$ cat config.mk
export PLATFORM = sky130hd
export DESIGN_NAME = ahb_apb_bridge_nslv_flat
export DESIGN_NICKNAME = d
export VERILOG_FILES = /design/src/rtl/ahb_apb_bridge_nslv_pkg.sv /design/src/rtl/ahb_apb_bridge_nslv_if.sv /design/src/rtl/ahb_apb_bridge_nslv_apb_addr_decoder.sv /design/src/rtl/ahb_apb_bridge_nslv.sv /design/src/flat_wrapper.sv
export SDC_FILE = /design/constraint.sdc
export NUM_CORES = 1
export LEC_CHECK = 0
export ABC_AREA = 1
export BUFFER_PORTS_ARGS = -buffer_cell sky130_fd_sc_hd__clkbuf_2
export CORE_MARGIN = 2
export CORE_UTILIZATION = 30
export DETAILED_ROUTE_END_ITERATION = 10
export PLACE_DENSITY = 0.66
export SYNTH_ARGS = -nofsm -noshare
export SYNTH_HDL_FRONTEND = slang
export SYNTH_SLANG_ARGS = --single-unit
$ cat constraint.sdc
create_clock -name clk -period 8.9 [get_ports clk]
set_clock_uncertainty 0.15 [all_clocks]
set_input_delay 2.67 -clock clk [delete_from_list [all_inputs] [get_ports clk]]
set_output_delay 2.67 -clock clk [all_outputs]
set_load 0.1 [all_outputs]
$ cat src/rtl/ahb_apb_bridge_nslv_pkg.sv
// Shared types for the AHB-Lite to APB bridge: transfer kinds, response codes, bridge FSM states.
package ahb_apb_bridge_nslv_pkg;

  typedef enum logic [1:0] {
    HTRANS_IDLE   = 2'b00,
    HTRANS_BUSY   = 2'b01,
    HTRANS_NONSEQ = 2'b10,
    HTRANS_SEQ    = 2'b11
  } htrans_e;

  typedef enum logic [1:0] {
    OKAY  = 2'b00,
    ERROR = 2'b01
  } hresp_e;

  typedef enum logic [2:0] {
    IDLE,
    LATCH,
    SETUP,
    ACCESS,
    ERR1,
    ERR2
  } bridge_state_e;

  // NONSEQ and SEQ both carry htrans[1]; IDLE and BUSY never start an APB access.
  function automatic logic isActiveTrans(logic [1:0] htrans);
    return htrans[1];
  endfunction

endpackage

$ cat src/rtl/ahb_apb_bridge_nslv_if.sv
// AHB-Lite slave side and APB master side of the bridge bundled into one interface.
interface ahb_apb_bridge_nslv_if #(
  parameter int ADDR_W  = 32,
  parameter int DATA_W  = 32,
  parameter int NUM_SLV = 4
);
  import ahb_apb_bridge_nslv_pkg::*;

  logic               hselAPBif;
  logic [ADDR_W-1:0]  haddr;
  logic               hwrite;
  logic [1:0]         htrans;
  logic [2:0]         hsize;
  logic [2:0]         hburst;
  logic [DATA_W-1:0]  hwdata;
  logic               hreadyin;
  logic               hreadyout;
  logic [1:0]         hresp;
  logic [DATA_W-1:0]  hrdata;

  logic [ADDR_W-1:0]  paddr;
  logic               pwrite;
  logic [DATA_W-1:0]  pwdata;
  logic [NUM_SLV-1:0] pselx;
  logic               penable;
  logic [DATA_W-1:0]  prdata;
  logic               pready;
  logic               pslverr;

  // The bridge itself: an AHB slave that drives the APB bus.
  modport slave (
    input  hselAPBif, haddr, hwrite, htrans, hsize, hburst, hwdata, hreadyin,
    input  prdata, pready, pslverr,
    output hreadyout, hresp, hrdata,
    output paddr, pwrite, pwdata, pselx, penable
  );

  modport master (
    output hselAPBif, haddr, hwrite, htrans, hsize, hburst, hwdata, hreadyin,
    output prdata, pready, pslverr,
    input  hreadyout, hresp, hrdata,
    input  paddr, pwrite, pwdata, pselx, penable
  );

endinterface

$ cat src/rtl/ahb_apb_bridge_nslv_apb_addr_decoder.sv
// Maps an AHB address onto a one-hot APB slave select; slaves sit in equal power-of-two windows.
module apb_addr_decoder
  import ahb_apb_bridge_nslv_pkg::*;
#(
  parameter int                ADDR_W        = 32,
  parameter int                NUM_SLV       = 4,
  parameter logic [ADDR_W-1:0] SLV_BASE      = 32'h8000_0000,
  parameter int                SLV_SIZE_LOG2 = 12
) (
  input  logic [ADDR_W-1:0]  haddr_i,
  output logic [NUM_SLV-1:0] sel_o,
  output logic               hit_o
);

  logic [ADDR_W-1:0] slvIdx;

  // Addresses below the base wrap to a huge index, so the range check must be explicit.
  assign slvIdx = (haddr_i - SLV_BASE) >> SLV_SIZE_LOG2;
  assign hit_o  = (haddr_i >= SLV_BASE) && (slvIdx < ADDR_W'(NUM_SLV));

  always_comb begin
    sel_o = '0;
    for (int i = 0; i < NUM_SLV; i++) begin
      sel_o[i] = hit_o && (slvIdx == ADDR_W'(i));
    end
  end

endmodule

$ cat src/rtl/ahb_apb_bridge_nslv.sv
// AHB-Lite slave to APB master bridge for NUM_SLV peripherals, one transfer in flight at a time.
// Optional APB_TIMEOUT_EN turns an ACCESS phase stuck on pready=0 into an AHB ERROR.
module ahb_apb_bridge_nslv
  import ahb_apb_bridge_nslv_pkg::*;
#(
  parameter int                ADDR_W        = 32,
  parameter int                DATA_W        = 32,
  parameter int                NUM_SLV       = 4,
  parameter logic [ADDR_W-1:0] SLV_BASE      = 32'h8000_0000,
  parameter int                SLV_SIZE_LOG2 = 12,
  parameter int                TIMEOUT_CYC   = 256
) (
  input logic                  clk,
  input logic                  hreset,
  ahb_apb_bridge_nslv_if.slave bus
);

  bridge_state_e      state_q, state_d;
  logic [ADDR_W-1:0]  paddr_q, paddr_d;
  logic               pwrite_q, pwrite_d;
  logic [DATA_W-1:0]  pwdata_q, pwdata_d;
  logic [NUM_SLV-1:0] sel_q, sel_d;
  logic [NUM_SLV-1:0] pselx_q, pselx_d;
  logic               penable_q, penable_d;
  logic               hreadyout_q, hreadyout_d;
  hresp_e             hresp_q, hresp_d;
  logic [DATA_W-1:0]  hrdata_q, hrdata_d;
  logic [2:0]         hsize_q, hsize_d;

  logic               valid;
  logic               decHit;
  logic [NUM_SLV-1:0] decSel;
  logic               timeout;

  apb_addr_decoder #(
    .ADDR_W       (ADDR_W),
    .NUM_SLV      (NUM_SLV),
    .SLV_BASE     (SLV_BASE),
    .SLV_SIZE_LOG2(SLV_SIZE_LOG2)
  ) u_dec (
    .haddr_i(bus.haddr),
    .sel_o  (decSel),
    .hit_o  (decHit)
  );

  assign valid = bus.hselAPBif & bus.hreadyin & isActiveTrans(bus.htrans);

`ifdef APB_TIMEOUT_EN
  localparam int TMO_W = $clog2(TIMEOUT_CYC + 1);

  logic [TMO_W-1:0] tmoCnt_q, tmoCnt_d;

  // Counts consecutive wait-state ACCESS cycles; any other cycle restarts it.
  assign tmoCnt_d = (state_q == ACCESS && !bus.pready) ? tmoCnt_q + 1'b1 : '0;
  assign timeout  = (state_q == ACCESS) && !bus.pready &&
                    (tmoCnt_q == TMO_W'(TIMEOUT_CYC - 1));

  always_ff @(posedge clk or posedge hreset) begin
    if (hreset) tmoCnt_q <= '0;
    else        tmoCnt_q <= tmoCnt_d;
  end
`else
  localparam int unused_timeoutCyc = TIMEOUT_CYC;

  assign timeout = 1'b0;
`endif

  always_ff @(posedge clk or posedge hreset) begin
    if (hreset) state_q <= IDLE;
    else        state_q <= state_d;
  end

  always_comb begin
    state_d = state_q;
    unique case (state_q)
      IDLE:   if (valid) state_d = decHit ? LATCH : ERR1;
      LATCH:  state_d = SETUP;
      SETUP:  state_d = ACCESS;
      ACCESS: begin
        if (bus.pready)   state_d = bus.pslverr ? ERR1 : IDLE;
        else if (timeout) state_d = ERR1;
      end
      ERR1:   state_d = ERR2;
      ERR2:   state_d = IDLE;
      default: state_d = IDLE;
    endcase
  end

  // Every output is registered, so each value is set up one state ahead of where it is seen.
  always_comb begin
    paddr_d     = paddr_q;
    pwrite_d    = pwrite_q;
    pwdata_d    = pwdata_q;
    sel_d       = sel_q;
    pselx_d     = pselx_q;
    penable_d   = penable_q;
    hreadyout_d = hreadyout_q;
    hresp_d     = hresp_q;
    hrdata_d    = hrdata_q;
    hsize_d     = hsize_q;
    unique case (state_q)
      IDLE: begin
        if (valid) begin
          hreadyout_d = 1'b0;
          if (decHit) begin
            paddr_d  = bus.haddr;
            pwrite_d = bus.hwrite;
            sel_d    = decSel;
            hsize_d  = bus.hsize;
          end else begin
            hresp_d = ERROR;
          end
        end
      end
      LATCH: begin
        if (pwrite_q) pwdata_d = bus.hwdata;
        pselx_d = sel_q;
      end
      SETUP: penable_d = 1'b1;
      ACCESS: begin
        if (bus.pready || timeout) begin
          pselx_d   = '0;
          penable_d = 1'b0;
          if (bus.pready && !bus.pslverr) begin
            hreadyout_d = 1'b1;
            if (!pwrite_q) hrdata_d = bus.prdata;
          end else begin
            hresp_d = ERROR;
          end
        end
      end
      ERR1: hreadyout_d = 1'b1;
      ERR2: hresp_d = OKAY;
      default: ;
    endcase
  end

  always_ff @(posedge clk or posedge hreset) begin
    if (hreset) begin
      paddr_q     <= '0;
      pwrite_q    <= 1'b0;
      pwdata_q    <= '0;
      sel_q       <= '0;
      pselx_q     <= '0;
      penable_q   <= 1'b0;
      hreadyout_q <= 1'b1;
      hresp_q     <= OKAY;
      hrdata_q    <= '0;
      hsize_q     <= 3'b000;
    end else begin
      paddr_q     <= paddr_d;
      pwrite_q    <= pwrite_d;
      pwdata_q    <= pwdata_d;
      sel_q       <= sel_d;
      pselx_q     <= pselx_d;
      penable_q   <= penable_d;
      hreadyout_q <= hreadyout_d;
      hresp_q     <= hresp_d;
      hrdata_q    <= hrdata_d;
      hsize_q     <= hsize_d;
    end
  end

  // hsize is kept for debug visibility only and hburst is ignored: each beat is a single transfer.
  logic unused_ok;
  assign unused_ok = ^{hsize_q, bus.hburst};

  assign bus.paddr     = paddr_q;
  assign bus.pwrite    = pwrite_q;
  assign bus.pwdata    = pwdata_q;
  assign bus.pselx     = pselx_q;
  assign bus.penable   = penable_q;
  assign bus.hreadyout = hreadyout_q;
  assign bus.hresp     = hresp_q;
  assign bus.hrdata    = hrdata_q;

endmodule

$ cat src/flat_wrapper.sv
// flat-port wrapper written by rule: the top's interface ports become plain ports
module ahb_apb_bridge_nslv_flat import ahb_apb_bridge_nslv_pkg::*;
#(
  parameter int                ADDR_W        = 32,
  parameter int                DATA_W        = 32,
  parameter int                NUM_SLV       = 4,
  parameter logic [ADDR_W-1:0] SLV_BASE      = 32'h8000_0000,
  parameter int                SLV_SIZE_LOG2 = 12,
  parameter int                TIMEOUT_CYC   = 256
)
  (clk, hreset, bus_hselAPBif, bus_haddr, bus_hwrite, bus_htrans, bus_hsize, bus_hburst, bus_hwdata, bus_hreadyin, bus_prdata, bus_pready, bus_pslverr, bus_hreadyout, bus_hresp, bus_hrdata, bus_paddr, bus_pwrite, bus_pwdata, bus_pselx, bus_penable);
  ahb_apb_bridge_nslv_if #(.ADDR_W(ADDR_W), .DATA_W(DATA_W), .NUM_SLV(NUM_SLV)) bus_i ();
  input logic clk;
  input logic hreset;
  input wire logic [$bits(bus_i.hselAPBif)-1:0] bus_hselAPBif;
  input wire logic [$bits(bus_i.haddr)-1:0] bus_haddr;
  input wire logic [$bits(bus_i.hwrite)-1:0] bus_hwrite;
  input wire logic [$bits(bus_i.htrans)-1:0] bus_htrans;
  input wire logic [$bits(bus_i.hsize)-1:0] bus_hsize;
  input wire logic [$bits(bus_i.hburst)-1:0] bus_hburst;
  input wire logic [$bits(bus_i.hwdata)-1:0] bus_hwdata;
  input wire logic [$bits(bus_i.hreadyin)-1:0] bus_hreadyin;
  input wire logic [$bits(bus_i.prdata)-1:0] bus_prdata;
  input wire logic [$bits(bus_i.pready)-1:0] bus_pready;
  input wire logic [$bits(bus_i.pslverr)-1:0] bus_pslverr;
  output wire logic [$bits(bus_i.hreadyout)-1:0] bus_hreadyout;
  output wire logic [$bits(bus_i.hresp)-1:0] bus_hresp;
  output wire logic [$bits(bus_i.hrdata)-1:0] bus_hrdata;
  output wire logic [$bits(bus_i.paddr)-1:0] bus_paddr;
  output wire logic [$bits(bus_i.pwrite)-1:0] bus_pwrite;
  output wire logic [$bits(bus_i.pwdata)-1:0] bus_pwdata;
  output wire logic [$bits(bus_i.pselx)-1:0] bus_pselx;
  output wire logic [$bits(bus_i.penable)-1:0] bus_penable;
  assign bus_i.hselAPBif = bus_hselAPBif;
  assign bus_i.haddr = bus_haddr;
  assign bus_i.hwrite = bus_hwrite;
  assign bus_i.htrans = bus_htrans;
  assign bus_i.hsize = bus_hsize;
  assign bus_i.hburst = bus_hburst;
  assign bus_i.hwdata = bus_hwdata;
  assign bus_i.hreadyin = bus_hreadyin;
  assign bus_i.prdata = bus_prdata;
  assign bus_i.pready = bus_pready;
  assign bus_i.pslverr = bus_pslverr;
  assign bus_hreadyout = bus_i.hreadyout;
  assign bus_hresp = bus_i.hresp;
  assign bus_hrdata = bus_i.hrdata;
  assign bus_paddr = bus_i.paddr;
  assign bus_pwrite = bus_i.pwrite;
  assign bus_pwdata = bus_i.pwdata;
  assign bus_pselx = bus_i.pselx;
  assign bus_penable = bus_i.penable;
  ahb_apb_bridge_nslv #(.ADDR_W(ADDR_W), .DATA_W(DATA_W), .NUM_SLV(NUM_SLV), .SLV_BASE(SLV_BASE), .SLV_SIZE_LOG2(SLV_SIZE_LOG2), .TIMEOUT_CYC(TIMEOUT_CYC)) u_core (.clk(clk), .hreset(hreset), .bus(bus_i));
endmodule
==> results.tsv <==
stage	metric	value	unit
run_status	status	complete, no violations	
final_layout	nets	772	
cts	hold_buf cts	0	
worst_setup_path	Data required, critical path	8.99	ns
sta	Slew headroom	34.9	%
floorplan	FP Rows	45	
sta	Final setup viols	0	
detailed_routing	Post-Route WL	9.90	mm
sta	RSZ-0062 raised after global routing	false	
power	Comb pwr share	38.8	%
yosys	Post-synth EDFFs	0	
yosys	Seq cells post-synth	111	
power	clock share of power	23.9	%
global_route	largest net degree at the start of global routing	70	
power	Cell Int Power	0.000868	W
yosys	Yosys top cell area share	59.4	%
worst_setup_path	WS Path Type	in -> reg	
cts	clk root buf	clkbuf_16	
placement	gp weighted congestion	0.831	
yosys	synthesized area	4630	um^2
floorplan	Initial Util	30.6	%
power	Seq pwr share	37.4	%
yosys	area leader, netlist	dfrtp_1	
sta	Worst Tran Pin Value	0.973	ns
flow_run	max-cap viol count	0	
yosys	YS warnings	0	
final_layout	Area Overhead vs Synth	30.9	%
yosys	Mean Syn Cell Area	10.2	um^2
cts	htree depth	3	
worst_setup_path	kind of start point of the critical path	input pin	
power	maximum VDD drop	161	uV
cts	Post-CTS Resized	0	
worst_setup_path	WP data arrival	4.43	ns
cts	clock tree from TritonCTS	yes	
yosys	Netlist cell types	26	
detailed_routing	Vias	3542	
detailed_routing	wire length per cell	11.6	um
cts	Clock Tree Buf Depth	2	
yosys	top cells by area, synth	dfrtp_1 (59%), nand2_1 (10%), mux2_2 (6.6%), o21ai_2 (6.1%), inv_1 (5.8%)	
placement	dpl hpwl	7.27	mm
worst_setup_path	crit path launch	bus_haddr[25]	
detailed_routing	drt drc	0	
sta	final worst setup slack	4.56	ns
yosys	sequential area share after synthesis	60.0	%
detailed_routing	DR iter-0 viols	112	
final_layout	layout cells sized above 1	44.1	%
worst_hold_path	type of the worst min-delay path	reg -> reg	
floorplan	DIE WIDTH	128	um
detailed_routing	First-pass DRT Iterations	4	
worst_setup_path	reg2reg start	u_core.state_q[0]$_DFFE_PP0P_	
global_route	first-pass GRT wire length	15.9	mm
yosys	top-count cell post-synth	nand2_1	
sta	Slew Viols, Final	0	
floorplan	Core ar.	15100	um^2
sta	Tcrit/Tclk final	48.8	%
sta	fin crit period	4.34	ns
yosys	Async SR Flop Fraction	100	%
global_route	initial antenna violation count	0	
floorplan	Ports	216	
final_layout	# diodes	0	
cts	Num CTS Buffers	9	
global_route	GRT overflow	0	
global_route	all-layer global routing usage	12.3	%
yosys	Synth top cells by count	nand2_1 (125), dfrtp_1 (110), inv_1 (72)	
worst_setup_path	Worst setup EP type	register	
yosys	Syn Inst Count	456	
cts	# clock sinks	111	
cts	Setup Buffers After CTS	0	
yosys	post-synth net total	567	
sta	FMAX	230	MHz
cts	later-pin clock latency in the skew report	0.35	ns
yosys	Synth Flop Type	dfrtp_1	
power	NetSw	0.000743	W
power	Switching Fraction	46.1	%
cts	Worst-path clk slew	0.07	ns
floorplan	chip height	128	um
detailed_routing	Detail Route Antenna Nets	0	
global_route	vias in the first global route	3303	
placement	port bufs	207	
worst_setup_path	crit path max fanout	24	
floorplan	Die Area	16400	um^2
detailed_routing	Vias per Instance	4.15	
final_layout	Fillers	1527	
placement	dpl ws	4.10	ns
sta	TNS Setup	0	ns
power	pwr/cell area	266	nW/um^2
worst_hold_path	hold path start	u_core.bus.paddr[31]$_DFFE_PP0P_	
sta	final hold vios	0	
power	Leak Pwr	3.55	nW
[state kept, by name (all words and copies together) (netlist names)]
| name | flops |
|---|---|
| u_core.bus.pwrite | 1 |
| u_core.bus.penable | 1 |
| u_core.bus.hreadyout | 1 |
| u_core.sel_q | 4 |
| u_core.bus.paddr | 32 |
| u_core.bus.pwdata | 32 |
| u_core.bus.hrdata | 32 |
| u_core.state_q | 3 |
| u_core.bus.pselx | 4 |
| u_core.bus.hresp | 1 |
[path summary, 6_finish.rpt]
kind	end	slack (ns)	cells after the start
min in group asynchronous	u_core.bus.hrdata[20]$_DFFE_PP0P_	2.20	2
max in group asynchronous	u_core.bus.hrdata[4]$_DFFE_PP0P_	5.10	3
worst max register to register	u_core.sel_q[1]$_DFFE_PP0P_	6.71	6
worst min register to register	u_core.bus.paddr[31]$_DFFE_PP0P_	0.32	2
worst max-delay path	u_core.sel_q[1]$_DFFE_PP0P_	4.56	7
worst min-delay path	u_core.bus.paddr[31]$_DFFE_PP0P_	0.32	2
[kinds of logic (layout without fill, tap and decap cells)]
family,Yosys count,in the layout,share of synthesized area [%]
and+or+nand+nor,181,181,15.9
DFF,111,111,60.0
buffers and inverters,89,299,9.05
AOI/OAI and AO/OA,42,42,7.19
muxes,32,32,7.78
other,1,1,0.0810
[power groups by stage]
stage	Clock, W	Sequential [W]	Combinational [W]
final	0.000384	0.000602	0.000625
after global routing	0.000424	0.000611	0.000656
after CTS	0.000401	0.000603	0.000630
after detailed placement	0	0.000612	0.000629
after global placement	0	0.000610	0.000627
after floorplan	0	0.00100	0.000124
[placed cells by master (no fill, tap or decap), drive strengths merged]
| master | n |
|---|---|
| buf | 2 |
| a21oi | 2 |
| nand2 | 126 |
| clkinv | 4 |
| or2 | 1 |
| clkbuf | 217 |
| dfstp | 1 |
| o21ai | 39 |
| nand4 | 4 |
| inv | 75 |
| nand3 | 16 |
| clkinvlp | 1 |
| conb | 1 |
| nor3 | 3 |
| nor2 | 31 |
| a21boi | 1 |
| dfrtp | 110 |
| mux2 | 32 |
[worst max-delay path, cell delays in order]
cell      delay [ns]
clkbuf_2        0.08
nor2_1          0.22
nand3_1         0.12
nor2_1          0.18
nand4_1         0.78
nor2_1          0.30
nor2_1          0.07
[through the flow]
step	instance area, um^2	utilization [%]	cells	hold WS (ns)	power (W)
2_1_floorplan	4630	-	456	0.299	0.00113
5_1_grt	6060	40.0	854	0.345	0.00169
4_1_cts	6060	40.0	854	0.322	0.00163
6_report	6060	40.0	854	0.320	0.00161
3_3_place_gp	5780	38.2	838	0.299	0.00124
3_5_place_dp	5780	38.2	838	0.302	0.00124
[layer usage]
metal	vias up	track usage (%)	share of wire [%]
li1	1807	-	-
met1	1580	15.4	44
met2	144	19.6	45
met3	11	4.84	9.7
met4	0	4.07	1.5
met5	-	0	0
[layout make-up]
class	count	area, um^2	area share (%)
clock buffer	10	239	3.94
clock inverter	6	43.8	0.722
inverter	74	280	4.62
multi-input combinational	256	1430	23.7
sequential	111	2780	45.8
tap	188	235	3.88
timing repair buffer	209	1050	17.3
No activity file was read; power rests on OpenSTA's default activity.
